## src/rtl/fft_frame_ctrl.sv

```systemverilog
// fft_frame_ctrl
// Runs one forward FFT pass through fft_ip for the stride-detection path.
// The input side frames an unsigned pixel stream into FFT_LEN-point blocks
// (sink_sop/sink_eop). The output side scans the returned spectrum and
// reports the first bin at or above MIN_BIN whose |re|+|im| exceeds THRESH.
//
// Ports
//   clk, rst_n        clock (posedge) and asynchronous active-low reset
//   start             1-cycle pulse, begins a frame when idle
//   pix_valid/ready   pixel stream handshake, pix_data is the pixel value
//   sink_*            fft_ip sink interface (data passed through, no latency)
//   inverse           tied 0, forward transform
//   source_*          fft_ip source interface (spectrum in)
//   busy              high whenever not idle
//   done              1-cycle pulse when found/stride are valid
//   found, stride     detection result, held until the next accepted start
module fft_frame_ctrl #(
   parameter  int FFT_LEN = 1024,
   parameter  int DATA_W  = 8,
   parameter  int FFT_W   = 12,
   parameter  int MIN_BIN = 300,
   parameter  int THRESH  = 38,
   localparam int IDX_W   = $clog2(FFT_LEN)
) (
   input  logic                     clk,
   input  logic                     rst_n,
   input  logic                     start,
   input  logic                     pix_valid,
   input  logic [DATA_W-1:0]        pix_data,
   output logic                     pix_ready,
   output logic                     sink_valid,
   input  logic                     sink_ready,
   output logic                     sink_sop,
   output logic                     sink_eop,
   output logic [FFT_W-1:0]         sink_real,
   output logic [FFT_W-1:0]         sink_imag,
   output logic [1:0]               sink_error,
   output logic                     inverse,
   input  logic                     source_valid,
   output logic                     source_ready,
   input  logic                     source_sop,
   input  logic                     source_eop,
   input  logic signed [FFT_W-1:0]  source_real,
   input  logic signed [FFT_W-1:0]  source_imag,
   output logic                     busy,
   output logic                     done,
   output logic                     found,
   output logic [IDX_W-1:0]         stride
);

   localparam logic [IDX_W-1:0] LAST_IDX = IDX_W'(FFT_LEN - 1);
   localparam logic [IDX_W-1:0] MIN_IDX  = IDX_W'(MIN_BIN);
   localparam logic [FFT_W:0]   THR_MAG  = (FFT_W + 1)'(THRESH);

   typedef enum logic [2:0] {
      S_IDLE,
      S_FEED,
      S_WAIT_OUT,
      S_SCAN,
      S_DONE
   } state_t;

   state_t            state;
   state_t            state_nxt;
   logic [IDX_W-1:0]  in_cnt;
   logic [IDX_W-1:0]  out_cnt;
   logic [IDX_W-1:0]  bin_idx;
   logic [FFT_W:0]    mag;
   logic              sink_beat;
   logic              src_take;
   logic              hit;

   // Absolute value widened by one bit so the most negative input maps to
   // +2^(FFT_W-1) exactly instead of wrapping.
   function automatic logic [FFT_W:0] abs_ext(input logic signed [FFT_W-1:0] v);
      logic signed [FFT_W:0] w;
      w = {v[FFT_W-1], v};
      abs_ext = w[FFT_W] ? $unsigned(-w) : $unsigned(w);
   endfunction

   assign sink_real  = FFT_W'(pix_data);
   assign sink_imag  = '0;
   assign sink_error = 2'b00;
   assign inverse    = 1'b0;
   assign busy       = (state != S_IDLE);
   assign done       = (state == S_DONE);

   assign sink_beat = (state == S_FEED) && pix_valid && sink_ready;

   // Only the sop beat is taken while waiting; everything ahead of it is dropped.
   assign src_take = source_valid &&
                     ((state == S_SCAN) || ((state == S_WAIT_OUT) && source_sop));
   assign bin_idx  = (state == S_WAIT_OUT) ? '0 : out_cnt;
   assign mag      = abs_ext(source_real) + abs_ext(source_imag);
   assign hit      = (bin_idx >= MIN_IDX) && (mag > THR_MAG);

   always_comb begin
      state_nxt    = state;
      sink_valid   = 1'b0;
      pix_ready    = 1'b0;
      sink_sop     = 1'b0;
      sink_eop     = 1'b0;
      source_ready = 1'b0;
      case (state)
         S_IDLE: begin
            if (start) state_nxt = S_FEED;
         end
         S_FEED: begin
            sink_valid = pix_valid;
            pix_ready  = sink_ready;
            sink_sop   = (in_cnt == '0);
            sink_eop   = (in_cnt == LAST_IDX);
            if (sink_beat && (in_cnt == LAST_IDX)) state_nxt = S_WAIT_OUT;
         end
         S_WAIT_OUT: begin
            source_ready = 1'b1;
            if (source_valid && source_sop) state_nxt = S_SCAN;
         end
         S_SCAN: begin
            source_ready = 1'b1;
            if (source_valid && (source_eop || (out_cnt == LAST_IDX))) state_nxt = S_DONE;
         end
         S_DONE: begin
            state_nxt = S_IDLE;
         end
         default: begin
            state_nxt = S_IDLE;
         end
      endcase
   end

   always_ff @(posedge clk or negedge rst_n) begin
      if (!rst_n) begin
         state   <= S_IDLE;
         in_cnt  <= '0;
         out_cnt <= '0;
         found   <= 1'b0;
         stride  <= '0;
      end else begin
         state <= state_nxt;
         if ((state == S_IDLE) && start) begin
            in_cnt  <= '0;
            out_cnt <= '0;
            found   <= 1'b0;
            stride  <= '0;
         end else if (sink_beat) begin
            in_cnt <= in_cnt + IDX_W'(1);
         end
         // The final beat is evaluated here in the same cycle the FSM heads
         // to DONE, so a last-bin crossing is still reported.
         if (src_take) begin
            out_cnt <= bin_idx + IDX_W'(1);
            if (hit && !found) begin
               found  <= 1'b1;
               stride <= bin_idx;
            end
         end
      end
   end

endmodule
```

## config.mk

```make
export PLATFORM = sky130hd
export DESIGN_NAME = fft_frame_ctrl
export DESIGN_NICKNAME = d
export VERILOG_FILES = /design/src/rtl/fft_frame_ctrl.sv
export SDC_FILE = /design/constraint.sdc
export NUM_CORES = 1
export LEC_CHECK = 0
export CORE_ASPECT_RATIO = 1.5
export CORE_MARGIN = 2
export CORE_UTILIZATION = 50
export DETAILED_ROUTE_END_ITERATION = 10
export PLACE_DENSITY = 0.91
export SYNTH_ARGS = -nofsm -noshare
export SYNTH_HDL_FRONTEND = slang
export SYNTH_SLANG_ARGS = --single-unit
```

## constraint.sdc

```tcl
create_clock -name clk -period 4 [get_ports clk]
set_input_delay 0.4 -clock clk [delete_from_list [all_inputs] [get_ports clk]]
set_output_delay 0.4 -clock clk [all_outputs]
set_load 0.1 [all_outputs]
```

==> results of run 1 <==
[logic make-up (layout without fill, tap and decap cells)]
kind of cell,after synthesis,count (layout),share of synthesized area [%]
AO/OA/AOI/OAI,85,85,20.5
XOR/XNOR,33,33,9.43
adder cells (fa/ha/maj),19,19,8.00
buffers and inverters,50,75,9.43
flip-flops,34,34,27.8
multiplexers,6,6,1.96
other,1,19,0.122
AND/OR/NAND/NOR,136,136,22.8
[power by group through the flow]
stage | logic [mW] | registers (mW) | clock network (mW)
final | 0.499 | 0.411 | 0.387
after global routing | 0.545 | 0.415 | 0.414
after CTS | 0.496 | 0.410 | 0.395
after detailed placement | 0.493 | 0.417 | 0
after global placement | 0.480 | 0.416 | 0
after floorplan | 0.437 | 0.407 | 0
[flip-flops by register name, summed over array words and instances (netlist names)]
register and count:
in_cnt 10, found 1, state 3, out_cnt 10, stride 10
[worst max-delay path: cells and delay by family]
family	cells	cell delay, ns
AO/OA/AOI/OAI	4	1.03
XOR/XNOR	1	0.13
multiplexers	1	0.24
buffers and inverters	2	0.58
AND/OR/NAND/NOR	3	1.13
adder cells (fa/ha/maj)	1	0.37
[synth_stat cells, types with 5 or more instances]
master	instances	share of area (%)
nand2_1	45	5.5
dfrtp_1	34	28
nor2_1	29	3.6
buf_4	27	6.6
xnor2_1	23	6.6
nand3_1	19	3.1
ha_1	18	7.4
inv_1	12	1.5
a21oi_1	11	1.8
o21ai_1	11	1.8
xor2_1	10	2.9
o21ai_0	9	1.5
clkbuf_1	8	0.98
nor3_1	7	1.1
o31ai_1	7	1.7
mux2i_1	6	2.0
o221ai_1	6	1.7
and2_1	5	1.0
nand2b_1	5	1.0
[per-layer routing]
layer  GRT usage [%]  vias to the layer above  part of all wire (%)
met3            4.71                       32                   5.8
met5               0                        -                     0
met1            23.5                     1302                    37
li1                -                     1348                     -
met2            44.4                      125                    53
met4            13.1                        0                   4.1
[cell type report]
| class | count | area [um2] | share of cell area [%] |
|---|---|---|---|
| Multi-Input combinational cell | 298 | 2000 | 54.8 |
| Clock inverter | 3 | 68.8 | 1.89 |
| Inverter | 15 | 56.3 | 1.54 |
| Clock buffer | 5 | 68.8 | 1.89 |
| Sequential cell | 34 | 851 | 23.3 |
| Timing Repair Buffer | 52 | 513 | 14.1 |
| Tap cell | 72 | 90.1 | 2.47 |
[path summary, 6_finish.rpt]
path                                       from                     end  slack, ns  cells after the start
max in group asynchronous                 rst_n  out_cnt[0]$_DFFE_PN0P_       3.18                      2
min in group clk            stride[4]$_DFF_PN0_     stride[4]$_DFF_PN0_       0.54                      2
setup reg to reg           state[2]$_DFFE_PN0P_     stride[1]$_DFF_PN0_       1.50                      6
setup / recovery                 source_real[6]     stride[2]$_DFF_PN0_       0.36                     12
hold reg to reg             stride[4]$_DFF_PN0_     stride[4]$_DFF_PN0_       0.54                      2
hold / removal                            rst_n   in_cnt[7]$_DFFE_PN0P_       0.50                      2
==> reports/results.tsv, run 1 <==
metric	value	unit
GRT Total Usage	23.9	%
DP HPWL	5.93	mm
die area	0.00678	mm2
number of global-route vias before repair	2753	
Net Sw Frac	37.8	%
fillcell total	478	
Final min period	3.64	ns
Max Slew Vio Count	0	
Inserted Clock Buffers	5	
worst vdd ir	0.354	mV
Sw Pwr	491	uW
I/O Buffers	49	
Avg WL per Cell	16.1	um
layout cells sized above 1	6.88	%
CP Launch Type	input pin	
sequential share of the synthesized area	27.8	%
max cap viols	0	
Finished Core Util	62.1	%
Crit Path Category	in2reg	
total power	1.30	mW
DRC	0	
cts hold-fix bufs	0	
I/O Pins	85	
final instance count without filler cells	479	
Hold Crit Class	in2async	
placed cells	471	
Setup TNS Final	0	ns
synth warn	0	
Clock Power Share	29.8	%
Final Hold Vio Count	0	
global route total overflow	0	
initial drt markers	165	
Die W	67.9	um
initial antenna violation count	0	
core area	0.00587	mm2
CP Data Required Time	4.22	ns
CTS tree	yes	
FP Rows	34	
synthesized area	0.00306	mm2
Max stage delay cell, worst path	or4_1	
Top FF cell, synth	dfrtp_1	
crit-path cells	clkdlybuf4s50_1, or4_1, o41ai_2, xnor2_1, ha_1, inv_1, a2111oi_4, o21ai_2, nor4_4, nand4b_4, a21boi_4, mux2i_1	
average size of a mapped cell	8.42	um2
CTS H-tree lvls	2	
Post-synth ARST share	100	%
Clk pin slew, worst setup/hold paths	0.08	ns
DR vias	2807	
cells after synthesis	364	
Worst path max stage delay	0.62	ns
maximum clock insertion buffer count	2	
Area growth, synth to finish	19.0	%
outcome	finished, final reports clean	
Layout Skew	0.0107	ns
Hold WS	0.504	ns
commonest non-fill, non-tap cell in the layout	clkdlybuf4s50_1	
Routed WL	7.73	mm
first-pass iteration count of the detailed router	5	
# diodes	0	
CTS Root Cell	clkbuf_8	
Die Ht	99.9	um
period utilization	91.1	%
largest net degree at the start of global routing	35	
Yosys reg bits	34	
Slew HR	32.0	%
combinational share of power	38.5	%
post-route setup slack	0.355	ns
final instance area	0.00365	mm2
Initial Util	52.2	%
number of flops mapped to enable cells by yosys	0	
Seq pwr share	31.7	%
most frequent cells in the layout	49 x clkdlybuf4s50_1, 45 x nand2_1, 34 x dfrtp_1	
Vias/cell	5.86	
Fmax	0.274	GHz
# clock sinks	34	
Worst Path Arrival	3.86	ns
Pleak	1.60	nW
unrepaired setup endpoints after global routing	false	
CP Capture Type	flop	
final setup vio count	0	
Unique masters post-synth	62	
first-pass GRT wire length	12.5	mm
post_cts resized	0	
worst-path fanout max	5	
nets@finish	465	
worst-skew pair later-pin latency	0.30	ns
setup bufs post-CTS	0	
placed cell area	0.00350	mm2
Slew @ Worst Pin	1.02	ns
gpl congestion	0.897	
power per cell area	356	mW/mm2
Int Power	806	uW
Routed Antenna Nets	0	
Place WS	-0.0795	ns
(Power assumes the default switching activity.)
==> inputs of run 2 (changes only) <==
--- a/config.mk
+++ b/config.mk
@@ -5,11 +5,12 @@
 export SDC_FILE = /design/constraint.sdc
 export NUM_CORES = 1
 export LEC_CHECK = 0
+export CAP_MARGIN = 25
 export CORE_ASPECT_RATIO = 1.5
 export CORE_MARGIN = 2
 export CORE_UTILIZATION = 50
 export DETAILED_ROUTE_END_ITERATION = 10
-export PLACE_DENSITY = 0.91
+export PLACE_DENSITY = 0.87
 export SYNTH_ARGS = -nofsm -noshare
 export SYNTH_HDL_FRONTEND = slang
 export SYNTH_SLANG_ARGS = --single-unit
==> reports/results.tsv, run 2 (synthesized netlist as in run 1, its figures left out) <==
metric	value	unit
Inserted Clock Buffers	5	
worst-path fanout max	6	
reg-to-reg critical path endpoint	stride[1]$_DFF_PN0_	
Slew @ Worst Pin	1.04	ns
Clk pin slew, worst setup/hold paths	0.07	ns
GRT Total Usage	23.2	%
initial antenna violation count	0	
largest net degree at the start of global routing	35	
power per cell area	335	mW/mm2
CP Capture Type	flop	
final setup vio count	0	
outcome	finished, final reports clean	
# diodes	0	
unrepaired setup endpoints after global routing	false	
core area	0.00587	mm2
top flop regs	in_cnt x10, out_cnt x10, stride x10	
Max Slew Vio Count	0	
met2 Use GR	44.3	%
initial drt markers	145	
final instance area	0.00362	mm2
I/O Pins	85	
worst r2r src	state[2]$_DFFE_PN0P_	
first-pass GRT wire length	12.4	mm
most frequent cells in the layout	49 x clkdlybuf4s50_1, 45 x nand2_1, 34 x dfrtp_1	
Final min period	3.67	ns
Pleak	1.58	nW
Die W	67.9	um
internal reg-to-reg setup slack	1.56	ns
global route total overflow	0	
Fmax	0.273	GHz
total power	1.21	mW
Hold Crit Class	in2async	
Final Hold Vio Count	0	
grt peak-use layer	met2	
DR vias	2779	
number of global-route vias before repair	2855	
gpl congestion	0.909	
die area	0.00678	mm2
CP Data Required Time	4.20	ns
period utilization	91.7	%
worst vdd ir	0.277	mV
Initial Util	52.2	%
maximum clock insertion buffer count	2	
cts hold-fix bufs	0	
Hold WS	0.509	ns
nets@finish	465	
post-route setup slack	0.332	ns
setup bufs post-CTS	0	
M1 GR Usage	22.7	%
Crit Path Category	in2reg	
# clock sinks	34	
Routed Antenna Nets	0	
worst-skew pair later-pin latency	0.29	ns
I/O Buffers	49	
Layout Skew	0.00874	ns
FP Rows	34	
layout cells sized above 1	6.88	%
DRC	0	
Reg2Reg Depth	6	
placed cell area	0.00350	mm2
Slew HR	30.7	%
CP Launch Type	input pin	
CTS H-tree lvls	2	
post_cts resized	0	
CTS tree	yes	
Vias/cell	5.80	
first-pass iteration count of the detailed router	4	
max cap viols	0	
Die Ht	99.9	um
Avg WL per Cell	15.3	um
Worst Path Arrival	3.87	ns
Area growth, synth to finish	18.1	%
Place WS	0.0221	ns
met3 usage	3.92	%
Routed WL	7.34	mm
CTS Root Cell	clkbuf_8	
DP HPWL	5.71	mm
commonest non-fill, non-tap cell in the layout	clkdlybuf4s50_1	
Setup TNS Final	0	ns
-- run 2: changes by cell type in the layout (fill, tap and decap cells not counted) --
cell,change
o41ai_2,-1
bufinv_16,-2
nor4bb_2,+1
nor4bb_1,-1
clkbuf_8,+3
clkinv_4,-1
o41ai_1,+1
-- run 2: where the power goes --
part	leakage (nW)	switching [mW]	internal (mW)	total [mW]
combinational	1.07	0.317	0.184	0.501
clock	0.0575	0.125	0.174	0.298
sequential	0.458	0.0378	0.373	0.411
total	1.58	0.480	0.731	1.21
-- run 2: worst max-delay path by stage --
| stage | from | to | slack (ns) | cells after the start |
|---|---|---|---|---|
| 2_1_floorplan | in_cnt[3]$_DFFE_PN0P_ | sink_eop | 0.66 | 4 |
| 3_3_place_gp | source_real[6] | stride[1]$_DFF_PN0_ | 0.19 | 12 |
| 3_5_place_dp | source_real[6] | stride[1]$_DFF_PN0_ | 0.02 | 12 |
| 4_1_cts | source_real[6] | stride[1]$_DFF_PN0_ | 0.31 | 12 |
| 5_1_grt | source_imag[4] | stride[1]$_DFF_PN0_ | 0.09 | 13 |
| 6_report | source_imag[4] | stride[1]$_DFF_PN0_ | 0.33 | 13 |
-- run 2: cell type report --
| cell class | count | area (um2) |
|---|---|---|
| flip-flops and latches | 34 | 851 |
| inverters | 15 | 56.3 |
| fillers | 514 | 2250 |
| multi-input cells | 298 | 2000 |
| repair buffers | 52 | 513 |
| clock buffers | 8 | 110 |
| well taps | 72 | 90.1 |
-- run 2: per-stage QoR --
stage          cells  util, %
3_3_place_gp     471     59.7
2_1_floorplan    382        -
6_report         479     61.6
3_5_place_dp     471     59.7
5_1_grt          479     61.6
4_1_cts          479     61.5
-- run 2: critical path, cell delays in order --
cell             delay (ns)
clkdlybuf4s50_1        0.46
nor3_1                 0.21
nand2_1                0.09
or3_1                  0.37
nor4bb_2               0.38
ha_1                   0.35
nand3b_1               0.22
a21boi_0               0.17
a211oi_1               0.20
and4bb_2               0.31
a21oi_2                0.19
a21bo_2                0.30
o221ai_1               0.21
-- run 2: per-layer routing --
metal / part of all wire [%] / wire (um) / up-vias
li1: - / - / 1343
met1: 36 / 2620 / 1325
met2: 56 / 4100 / 88
met3: 5.2 / 383 / 23
met4: 3.2 / 234 / 0
met5: 0 / 0 / -
==> inputs of run 3 (changes only) <==
--- a/config.mk
+++ b/config.mk
@@ -10,6 +10,7 @@
 export CORE_MARGIN = 2
 export CORE_UTILIZATION = 50
 export DETAILED_ROUTE_END_ITERATION = 10
+export GPL_TIMING_DRIVEN = 1
 export PLACE_DENSITY = 0.87
 export SYNTH_ARGS = -nofsm -noshare
 export SYNTH_HDL_FRONTEND = slang
==> results of run 3 <==
Same layout as run 2: the final DEF is identical, and so are final timing and power.
